===== src/rtl/instr_hold_sequencer.sv =====
// Multi-cycle instruction hold sequencer: captures an address/opcode pair,
// holds it for a per-opcode latency read from a run-time writable table,
// then accepts the next instruction. Supports stall, flush and valid/ready.
//
// state | meaning
// ------+--------------------------------------------------------------
// IDLE  | hold counter is 0; a new instruction may be captured
// HOLD  | hold counter non-zero; outputs frozen, counting down to 0
module instr_hold_sequencer #(
  parameter int ADDR_W = 5,
  parameter int OP_W   = 3,
  parameter int CNT_W  = 3,
  parameter logic [(2**OP_W)*CNT_W-1:0] LAT_INIT =
    {3'd3, 3'd4, 3'd5, 3'd5, 3'd5, 3'd5, 3'd3, 3'd0}
) (
  input  logic              clk,
  input  logic              rst_n,
  input  logic              in_valid,
  output logic              in_ready,
  input  logic [ADDR_W-1:0] address,
  input  logic [OP_W-1:0]   opcode,
  input  logic              stall,
  input  logic              flush,
  input  logic              cfg_we,
  input  logic [OP_W-1:0]   cfg_idx,
  input  logic [CNT_W-1:0]  cfg_lat,
  output logic [ADDR_W-1:0] out_address,
  output logic [OP_W-1:0]   out_opcode,
  output logic              busy,
  output logic [CNT_W-1:0]  remaining,
  output logic              done
);

  localparam int N_OP = 2**OP_W;

  localparam logic [0:0] ST_IDLE = 1'b0;
  localparam logic [0:0] ST_HOLD = 1'b1;

  logic [CNT_W-1:0] cnt;
  logic [CNT_W-1:0] lat_tbl [N_OP];
  logic [CNT_W-1:0] cap_lat;
  logic [0:0]       state;
  logic             capture;
  logic             cnt_tc;

  // State is implied by the down-counter: non-zero means a hold is running.
  assign state     = (cnt != '0) ? ST_HOLD : ST_IDLE;
  assign in_ready  = (state == ST_IDLE) && !flush;
  assign capture   = in_ready && in_valid;
  assign cnt_tc    = (cnt == CNT_W'(1));
  // Table read happens before any same-edge write lands, so capture sees the old value.
  assign cap_lat   = lat_tbl[opcode];
  assign busy      = (state == ST_HOLD);
  assign remaining = cnt;

  // Latency table: reloaded on reset, single-entry write per cycle.
  always_ff @(posedge clk or negedge rst_n) begin
    if (!rst_n) begin
      for (int i = 0; i < N_OP; i++) begin
        lat_tbl[i] <= LAT_INIT[i*CNT_W +: CNT_W];
      end
    end else if (cfg_we) begin
      lat_tbl[cfg_idx] <= cfg_lat;
    end
  end

  // Hold down-counter: flush clears, capture loads, otherwise count unless stalled.
  always_ff @(posedge clk or negedge rst_n) begin
    if (!rst_n) begin
      cnt <= '0;
    end else if (flush) begin
      cnt <= '0;
    end else if (capture) begin
      cnt <= cap_lat;
    end else if ((state == ST_HOLD) && !stall) begin
      cnt <= cnt - CNT_W'(1);
    end
  end

  // Held instruction registers: only change on capture, survive flush.
  always_ff @(posedge clk or negedge rst_n) begin
    if (!rst_n) begin
      out_address <= '0;
      out_opcode  <= '0;
    end else if (capture) begin
      out_address <= address;
      out_opcode  <= opcode;
    end
  end

  // Completion pulse: terminal count reached, or zero-latency capture; never on flush.
  always_ff @(posedge clk or negedge rst_n) begin
    if (!rst_n) begin
      done <= 1'b0;
    end else if (flush) begin
      done <= 1'b0;
    end else if (capture) begin
      done <= (cap_lat == '0);
    end else begin
      done <= (state == ST_HOLD) && !stall && cnt_tc;
    end
  end

endmodule


===== config.mk =====
export PLATFORM = sky130hd
export DESIGN_NAME = instr_hold_sequencer
export DESIGN_NICKNAME = d
export VERILOG_FILES = /design/src/rtl/instr_hold_sequencer.sv
export SDC_FILE = /design/constraint.sdc
export NUM_CORES = 1
export LEC_CHECK = 0
export CELL_PAD_IN_SITES_DETAIL_PLACEMENT = 1
export CELL_PAD_IN_SITES_GLOBAL_PLACEMENT = 1
export CORE_UTILIZATION = 37
export DETAILED_ROUTE_END_ITERATION = 8
export GPL_TIMING_DRIVEN = 0
export PLACE_DENSITY = 0.77
export REMOVE_ABC_BUFFERS = 1
export SKIP_LAST_GASP = 1
export SYNTH_ARGS = -nofsm -noshare
export SYNTH_HDL_FRONTEND = slang
export SYNTH_SLANG_ARGS = --single-unit

===== constraint.sdc =====
create_clock -name clk -period 1.85 [get_ports clk]
set_clock_uncertainty 0.1 [all_clocks]
set_input_delay 0.37 -clock clk [delete_from_list [all_inputs] [get_ports clk]]
set_output_delay 0.37 -clock clk [all_outputs]
set_load 0.01 [all_outputs]

Yosys cells after proc, flatten, opt, wreduce, memory -nomap -nowiden
Index checks and enable logic that the tools add are counted.
{"block": "classes", "add_sub_neg": 1, "magnitude_cmp": 3, "n_eq_ne": 1, "n_mux": 12, "n_bitwise": 3, "reduce_logical": 10}
{"cell": "$bwmux 24", "count": 1}
{"cell": "$mux 3", "count": 6}
{"cell": "$bmux 3 s3", "count": 1}
{"cell": "$demux 3 s3", "count": 1}
{"cell": "$ge 4x4->1 const B", "count": 2}
{"cell": "$not 3->4", "count": 2}
{"cell": "$reduce_bool 3->1", "count": 2}
{"cell": "$logic_and 1x1->1", "count": 5}
{"cell": "$lt 4x1->1 const B", "count": 1}
{"cell": "$eq 3x1->1 const B", "count": 1}
{"cell": "$logic_not 3->1", "count": 1}
{"cell": "$mux 1", "count": 3}
{"cell": "$sub 3x1->3 const B", "count": 1}
{"cell": "$logic_not 1->1", "count": 2}
{"cell": "$not 1->1", "count": 1}
{"block": "totals", "ff_bits": 36, "out_inout_bits": 14, "elab_cells": 42}

Depth between registers and ports, before layout
{"block": "depth", "depth_word": 7, "ltp_mapped": 8}

Worst setup path after synthesis
No wires, ideal clock.
{"block": "synth_timing", "path_type": "reg2reg", "startpoint": "register cnt[0], in the netlist remaining[0]", "endpoint": "register cnt[1], in the netlist remaining[1]", "setup_time_ns": 0.131, "arrival_ns": 1.699, "path_slack_ns": -0.080, "path_stages_with_launch": 9, "path_buffers": 1, "synth_period_minus_slack_ns": 1.930, "cell_sequence": "dfrtp_1 -> inv_1 -> ha_1 -> ha_1 -> nor2b_1 -> nand2_1 -> buf_2 -> a41oi_1 -> o21ai_0"}
{"block": "synth_via", "elab_chain_len": 7, "word_cells_on_any_way": 11}
{"element": "start, declared", "line": "39", "source": "logic [CNT_W-1:0] cnt;"}
{"element": "start signal, assigned", "line": "74", "source": "cnt <= cap_lat;"}
{"element": "start signal, assigned", "line": "76", "source": "cnt <= cnt - CNT_W'(1);"}
{"element": "$reduce_bool 3->1 *", "line": "47", "source": "assign state = (cnt != '0) ? ST_HOLD : ST_IDLE;"}
{"element": "$mux 1 *", "line": "47"}
{"element": "$not 1->1 *", "line": "48", "source": "assign in_ready = (state == ST_IDLE) && !flush;"}
{"element": "$logic_and 1x1->1 *", "line": "48"}
{"element": "via in_ready", "line": "19", "source": "output logic in_ready,"}
{"element": "$logic_and 1x1->1 *", "line": "49", "source": "assign capture = in_ready && in_valid;"}
{"element": "$mux 3", "line": "73", "source": "end else if (capture) begin"}
{"element": "$mux 3", "line": "71", "source": "end else if (flush) begin"}
The timed path passes the listed nets; every way through them passes the cells marked *. The select of a mux whose other input is x is not followed.
A chain may end at the register's enable or synchronous reset.

Final worst setup path
{"block": "layout_timing", "startpoint": "register cnt[1], in the netlist remaining[1]", "endpoint": "output port in_ready"}
{"block": "layout_via", "elab_chain_len": 4}
{"element": "$reduce_bool 3->1", "line": "47"}
{"element": "$mux 1", "line": "47"}
{"element": "$not 1->1", "line": "48"}
{"element": "$logic_and 1x1->1", "line": "48"}
{"element": "end, declared", "line": "19"}
Every way passes these cells.

==> impl_metrics.env <==
export IMPL_status="finished, final reports clean"
export IMPL_synthXorXnorAreaFrac_pct=0
export IMPL_drt_wirelength_per_cell_um=18.0
export IMPL_cts_root_buf="clkbuf_8"
export IMPL_syn_area_um2=1730
export IMPL_leakage_nw=0.927
export IMPL_grt_pass1_vias=1312
export IMPL_max_freq_mhz=554
export IMPL_worst_slew_pin_slew_ps=784
export IMPL_p_per_area_nw_per_um2=1290
export IMPL_cp_slowest_stage_delay_ps=390
export IMPL_period_share_pct=97.5
export IMPL_critPathMostFrequentCell="ha_4"
export IMPL_grt_setup_unrepaired="true"
export IMPL_layout_commonest_cell="mux2_2"
export IMPL_ys_seq_elements=36
export IMPL_finalInstanceArea_um2=2260
export IMPL_drt_pass1_iterations=4
export IMPL_die_x_um=70.4
export IMPL_peakVddDrop_uv=449
export IMPL_critPathLaunchType="flop"
export IMPL_die_h_um=70.4
export IMPL_final_cell_mix="mux2_2 (32), clkdlybuf4s50_1 (28), dfrtp_1 (23), dfstp_2 (13), clkbuf_8 (7)"
export IMPL_core_region_area_um2=4410
export IMPL_synth_compound_area_share_pct=3.47
export IMPL_htreeDepth=2
export IMPL_cts_buffer_depth=2
export IMPL_cts_buffers_inserted=5
export IMPL_period_needed_ps=1800
export IMPL_grt_use_total_pct=18.2
export IMPL_critPathMaxFanout=3
export IMPL_grt_remaining_overflow=0
export IMPL_slowest_stage="dfrtp_1"
export IMPL_hp_class="in2async"
export IMPL_syn_inst=125
export IMPL_maxCapViolCount=0
export IMPL_cts_tree="yes"
export IMPL_placed_cell_area_um2=2090
export IMPL_drtIter0Drc=24
export IMPL_grt_pass1_wl_um=6640
export IMPL_clock_sinks=36
export IMPL_area_growth_pct=30.9
export IMPL_cts_hold_buffers=0
export IMPL_vias=1173
export IMPL_required_ps=1380
export IMPL_fillCellCount=458
export IMPL_dpl_hpwl_um=2860
export IMPL_routed_wl_um=3930
export IMPL_syn_area_per_cell_um2=13.8
export IMPL_arrival_ps=1330
export IMPL_design_portCount=34
export IMPL_synth_cell_types=29
export IMPL_yosys_warnings=0
export IMPL_drtAntennaViolNets=0
export IMPL_worst_skew_pair_late_latency_ps=280
export IMPL_io_buffers=33
export IMPL_relSlewSlack_pct=47.8
export IMPL_drc_errors=0
export IMPL_seq_area_frac_synth_pct=53.0
export IMPL_muxShareOfSynthArea_pct=30.0
export IMPL_dieArea_um2=4950
export IMPL_synth_fa_ha_area_share_pct=2.17
export IMPL_nNetsFinal=188
export IMPL_synthSimpleGateAreaFrac_pct=8.83
export IMPL_diodes=0
export IMPL_finalHoldViolations=0
export IMPL_grt_max_degree=37
export IMPL_end_kind="primary output"
export IMPL_setup_viol=0
export IMPL_clk_pin_slew_ps=70
export IMPL_viasPerCell=5.38
export IMPL_crit_type="reg2out"
export IMPL_rows=24
export IMPL_drv_slew=0
export IMPL_antenna_found_initial=0
export IMPL_whs_ps=61.7
export IMPL_drive_gt1_share_pct=44.0
export IMPL_gp_congestion=0.849
export IMPL_critical_path_cell_chain="inv_2, ha_4, ha_4, nor2b_4, buf_2"
export IMPL_start_util_pct=39.2
export IMPL_synth_top_family_by_area="multiplexers"
[synth_stat cells]
cell       n  share of area (%)
nor3b_1    2               0.87
dfrtp_1   23                 33
dfstp_2   13                 20
a31o_2     1               0.51
nand3_1    1               0.29
nand3b_1   2               0.87
mux2i_1    6                3.5
nor2_1     3               0.65
inv_1      5                1.1
a21oi_1    3               0.87
nand4_1    1               0.36
a41oi_1    1               0.51
mux2_2    32                 21
o31a_1     1               0.51
ha_1       3                2.2
clkbuf_1   1               0.22
a211o_1    1               0.51
nand2b_1   3                1.1
nand2_1    5                1.1
nor4_1     1               0.36
buf_6      1               0.65
mux4_1     2                3.0
nor3_1     3               0.87
buf_2      2               0.58
o21ai_0    2               0.58
and4_1     1               0.51
nand4b_1   3                1.5
nor2b_1    1               0.36
mux4_2     2                2.6
[what timing repair did]
| action | 4_1_cts | 5_1_grt |
|---|---|---|
| resized for setup | 23 | 4 |
| buffers inserted | 3 | 1 |
| pin swaps | 2 | 0 |
| setup endpoints to repair | 18 | 7 |
[through the flow]
step	TNS [ps]	utilization [%]	power, W	cells	worst slack (ps)
floorplan	-989	-	0.00171	121	-175
global placement	-15910	47.6	0.00214	206	-841
detailed placement	-7930	47.4	0.00222	206	-828
global route	-33.1	51.3	0.00312	218	-17.4
CTS	0	51.0	0.00295	217	3.08
finish	0	51.3	0.00292	218	46.3
[final cells by class]
cell class,count,area (um2),share of cell area [%]
clock buffers,8,100,4.42
inverters,5,18.8,0.829
multi-input cells,80,822,36.3
flip-flops and latches,36,917,40.5
well taps,52,65.1,2.87
repair buffers,37,340,15.0
[power breakdown]
part           internal [W]  switching [W]  leakage [nW]  total [W]
registers           0.00107       0.000125         0.416    0.00119
logic              0.000666       0.000459         0.459    0.00112
clock network      0.000340       0.000264        0.0515   0.000603
[kinds of logic after synthesis]
family | count (synthesis)
adders and majority gates | 3
buffers and inverters | 9
AOI/OAI and AO/OA | 9
DFF | 36
and+or+nand+nor | 26
muxes | 42
[worst paths after layout]
| kind | startpoint | endpoint | slack, ps | depth (start not counted) |
|---|---|---|---|---|
| min reg2reg | lat_tbl[10] | lat_tbl[10] | 410 | 1 |
| max reg2reg | remaining[0] | remaining[1] | 60 | 8 |
| min in group clk | lat_tbl[10] | lat_tbl[10] | 410 | 1 |
| max in group asynchronous | rst_n | remaining[1] | 1090 | 1 |
| min | rst_n | out_address[3] | 60 | 1 |
| max | remaining[1] | in_ready | 50 | 5 |
[flip-flops by register name, indices dropped and copies added (netlist names)]
name	cells
done	1
remaining	3
lat_tbl	24
out_address	5
out_opcode	3
[worst max-delay path, delay by kind of cell, from the launching register on]
kind | cells | cell delay, ps
adder cells (fa/ha/maj) | 2 | 290
buffers and inverters | 2 | 230
flip-flops | 1 | 390
AND/OR/NAND/NOR | 1 | 140
[per-layer routing]
metal	routed length, um	vias up	track usage (%)	share of wire [%]
met2	1970	40	30.2	50
met1	1640	584	21.4	42
li1	-	538	-	-
met3	214	11	5.63	5.5
met4	101	0	8.22	2.6
met5	0	-	0	0
Note: power is estimated with default switching activity, not from simulation.
==> RTL change 1 (same settings) <==
Make the reset (`rst_n`) synchronous in 4 clocked blocks.
--- a/src/rtl/instr_hold_sequencer.sv
+++ b/src/rtl/instr_hold_sequencer.sv
@@ -54,7 +54,7 @@
   assign remaining = cnt;
 
   // Latency table: reloaded on reset, single-entry write per cycle.
-  always_ff @(posedge clk or negedge rst_n) begin
+  always_ff @(posedge clk) begin
     if (!rst_n) begin
       for (int i = 0; i < N_OP; i++) begin
         lat_tbl[i] <= LAT_INIT[i*CNT_W +: CNT_W];
@@ -65,7 +65,7 @@
   end
 
   // Hold down-counter: flush clears, capture loads, otherwise count unless stalled.
-  always_ff @(posedge clk or negedge rst_n) begin
+  always_ff @(posedge clk) begin
     if (!rst_n) begin
       cnt <= '0;
     end else if (flush) begin
@@ -78,7 +78,7 @@
   end
 
   // Held instruction registers: only change on capture, survive flush.
-  always_ff @(posedge clk or negedge rst_n) begin
+  always_ff @(posedge clk) begin
     if (!rst_n) begin
       out_address <= '0;
       out_opcode  <= '0;
@@ -89,7 +89,7 @@
   end
 
   // Completion pulse: terminal count reached, or zero-latency capture; never on flush.
-  always_ff @(posedge clk or negedge rst_n) begin
+  always_ff @(posedge clk) begin
     if (!rst_n) begin
       done <= 1'b0;
     end else if (flush) begin
Function: differs if rst_n is asserted again (counterexample within 4 cycles, from zero or initial values and one cycle with rst_n low); with rst_n held inactive, the same outputs for 10 cycles.
==> RTL change 1 against the original RTL <==
  * Sequential cell count stayed put
  * Count of clock-buffer cells in the layout is 1 lower
  * Area after synthesis down 0.43%
  * Final area decreased by 2.4%
  * Setup slack barely moved
  * Wire length is 5.5% lower
  * Core utilization down 1.2 points
Power is not compared: it rests on default switching activity, and its combinational part moved more than twofold at a synthesized area within 25%.
==> RTL change 1: results (changes against the original RTL) <==
| Metric | Value |
|---|---|
| M2 GR Usage | 0.313 (+0.0114) |
| Routability cong. | 0.768 (-9.6%) |
| Post-synthesis mux area share | 0.0959 (-0.204) |
| Top FF cell, synth | edfxtp_1 |
| Crit path largest cell delay | 0.46 ns (+0.07 ns) |
| Multi-input comb cells | 101 (+26%) |
| Half-perimeter wire length after placement | 2.78 mm (-2.6%) |
| Synth Area per Inst | 11.6 um^2 (-16%) |
| Outcome | complete, no violations |
| Ys async rst share | 0 (-1.00) |
| First-pass GRT wire length | 6.13 mm (-7.7%) |
| Critical path origin | cfg_idx[0] |
| Post-synth EDFFs | 24 (+24) |
| Area of the multi-input gates | 749 um^2 (-8.8%) |
| Iteration-0 DRC Markers | 34 (+42%) |
| Resized cells post-CTS | 15 (-35%) |
| Non-clock buffers | 33 (-11%) |
| Vias/cell | 5.11 (-4.9%) |
| WL met3 | 164 um (-23%) |
| M1 GR Usage | 0.178 (-0.0359) |
| Normalized max-slew margin | 0.664 (+0.187) |
| Worst-path fanout max | 10 (+7) |
| Clock-cell share of area | 0.0408 (-0.00345) |
| Synth cell count leaders | edfxtp_1 (24), nand2_1 (24), dfxtp_1 (12) |
| Drt wl/cell | 15.8 um (-12%) |
| Clock buffers | 7 (-1) |
| Share of cells above drive strength 1 | 0.131 (-0.309) |
| CP Data Arrival Time | 1.65 ns (+0.32 ns) |
| Sequential area share after synthesis | 0.558 (+0.0277) |
| Nets | 205 (+9.0%) |
| Vias in the first global route | 1254 (-4.4%) |
| Postcts setup bufs | 0 (-3) |
| DRT met1 WL | 1.53 mm (-6.4%) |
RTL change 1: logic make-up after synthesis:
group           Yosys count
simple gates             67
fa+ha+maj                 3
compound gates           22
mux                       9
buf+inv                  12
flops                    36
RTL change 1: through the flow:
step / utilization / hold slack, ns / setup TNS (ns) / cell area [um^2] / cells
3_5_place_dp: 0.469 / 0.353 / -33.89 / 2070 / 227
6_report: 0.501 / 0.358 / 0 / 2210 / 235
3_3_place_gp: 0.469 / 0.341 / -30.43 / 2070 / 227
4_1_cts: 0.493 / 0.363 / -0.00534 / 2180 / 235
2_1_floorplan: - / 0.379 / 0 / 1680 / 142
5_1_grt: 0.501 / 0.381 / -0.129 / 2210 / 235
RTL change 1: path summary, 6_finish.rpt:
kind | to | slack, ns | depth (start not counted)
worst min register to register | out_address[2] | 0.36 | 2
worst max-delay path | lat_tbl[4][0] | 0.05 | 3
worst max register to register | remaining[1] | 0.28 | 6
worst min-delay path | out_address[2] | 0.36 | 2
==> RTL change 2 (same flow settings) <==
Made on the original files. Change the parameter `ADDR_W` from 5 to 4.
--- a/src/rtl/instr_hold_sequencer.sv
+++ b/src/rtl/instr_hold_sequencer.sv
@@ -7,7 +7,7 @@
 // IDLE  | hold counter is 0; a new instruction may be captured
 // HOLD  | hold counter non-zero; outputs frozen, counting down to 0
 module instr_hold_sequencer #(
-  parameter int ADDR_W = 5,
+  parameter int ADDR_W = 4,
   parameter int OP_W   = 3,
   parameter int CNT_W  = 3,
   parameter logic [(2**OP_W)*CNT_W-1:0] LAT_INIT =
Interface: changed (resized address and out_address); port bits go from 34 to 32. The function was not compared with the original's and may differ.
==> RTL change 2 against the original RTL <==
  * Sequential cell count shrank 1
  * Wire length shrank 7.0%
  * Setup slack gained 0.0071 ns
  * Area after synthesis shrank 2.3%
  * Total power shrank 0.14%
  * Critical path depth shrank 1
  * Final area shrank 1.9%
==> RTL change 2: results (changes against the original RTL) <==
| Metric | Value |
|---|---|
| Outcome | complete, no violations |
| First-pass DRT Iterations | 2 (-2) |
| First-pass GRT wire length | 6.20 mm (-6.6%) |
| Setup slack at placement | -0.722 ns (+0.106 ns) |
| Sequential area share after synthesis | 0.528 (-0.00224) |
| CP delay by family, top | simple AND/OR/NAND/NOR gates |
| Worst-path fanout max | 6 (+3) |
| DP Area | 2040 um^2 (-2.7%) |
| Post-placement cell count | 202 (-1.9%) |
| Crit path largest cell delay | 0.49 ns (+0.10 ns) |
| Worst-Skew Late Latency | 0.28 ns (about the same) |
| Half-perimeter wire length after placement | 2.66 mm (-7.0%) |
| Filler cells | 456 (-0.44%) |
| PortBufs | 31 (-6.1%) |
| Via count | 1135 (-3.2%) |
| Slowest cell on crit path | clkdlybuf4s50_1 |
| Maximum VDD drop | 0.575 mV (+28%) |
| GRT Overall Usage | 0.169 (-0.0127) |
| Synth cell types | 28 (-3.4%) |
| Synth Area per Inst | 13.8 um^2 (about the same) |
| Top flop regs | lat_tbl (24), out_address (4) |
| Synth cell count leaders | mux2_2 (31), dfrtp_1 (22), dfstp_2 (13) |
| Largest cells by area after synthesis | dfrtp_1 (33%), mux2_2 (21%), dfstp_2 (20%) |
| Leakage power | 0.906 nW (-2.3%) |
| Routability cong. | 0.841 (-0.94%) |
| CP Data Arrival Time | 1.87 ns (+0.54 ns) |
| Maximum number of pins on one net before global-route repair | 36 (-2.7%) |
| Reg2Reg Depth | 7 (-1) |
| Core area | 4380 um^2 (-0.68%) |
| CTS H-Tree Depth | 2 (unchanged) |
| Vias in the first global route | 1212 (-7.6%) |
| Share of cells above drive strength 1 | 0.444 (+0.00469) |
| Nets | 183 (-2.7%) |
| N_diodes | 0 (unchanged) |
| WL final | 3.65 mm (-7.0%) |
| Drt wl/cell | 17.1 um (-5.3%) |
| Worst-Margin Slew | 0.763 ns (-0.0205 ns) |
-- RTL change 2: report_power, final --
part	switching, mW	leakage (nW)	internal [mW]
clock	0.258	0.0524	0.403
combinational	0.442	0.449	0.658
sequential	0.121	0.404	1.04
-- RTL change 2: worst paths after layout --
path / slack [ns] / from / endpoint
min: 0.06 / rst_n / lat_tbl[13]
max in group asynchronous: 1.10 / rst_n / lat_tbl[3]
max reg2reg: 0.13 / remaining[1] / remaining[2]
min reg2reg: 0.40 / lat_tbl[7] / lat_tbl[7]
min in group clk: 0.40 / lat_tbl[7] / lat_tbl[7]
max: 0.05 / cfg_idx[0] / lat_tbl[16]
-- RTL change 2: cells by family (layout without fill, tap and decap cells) --
logic type	Yosys count	in the layout	share of synthesized area
multiplexers	41	41	0.300
adder cells (fa/ha/maj)	3	3	0.0222
flip-flops	35	35	0.528
AND/OR/NAND/NOR	26	26	0.0904
AO/OA/AOI/OAI	9	9	0.0356
buffers and inverters	8	48	0.0237
-- RTL change 2: per-layer routing --
layer	routed length (um)	GRT usage	share of wire	up-vias
met5	0	0	0	-
met4	40	0.0544	0.011	0
met3	194	0.0523	0.053	4
met2	1800	0.286	0.49	34
met1	1610	0.205	0.44	569
li1	-	-	-	528
-- RTL change 2: final cells by class --
type,instances,area [um^2],share of cell area
Sequential cell,35,892,0.402
Inverter,5,18.8,0.00846
Tap cell,52,65.1,0.0293
Timing Repair Buffer,35,327,0.147
Clock inverter,1,30.0,0.0135
Clock buffer,7,76.3,0.0344
Multi-Input combinational cell,79,811,0.365
-- RTL change 2: timing repair --
action                     4_1_cts  5_1_grt
resized for setup               18       10
hold buffers                     0        0
setup endpoints to repair       17       15
pin swaps                        2        0
buffers inserted                 3        1
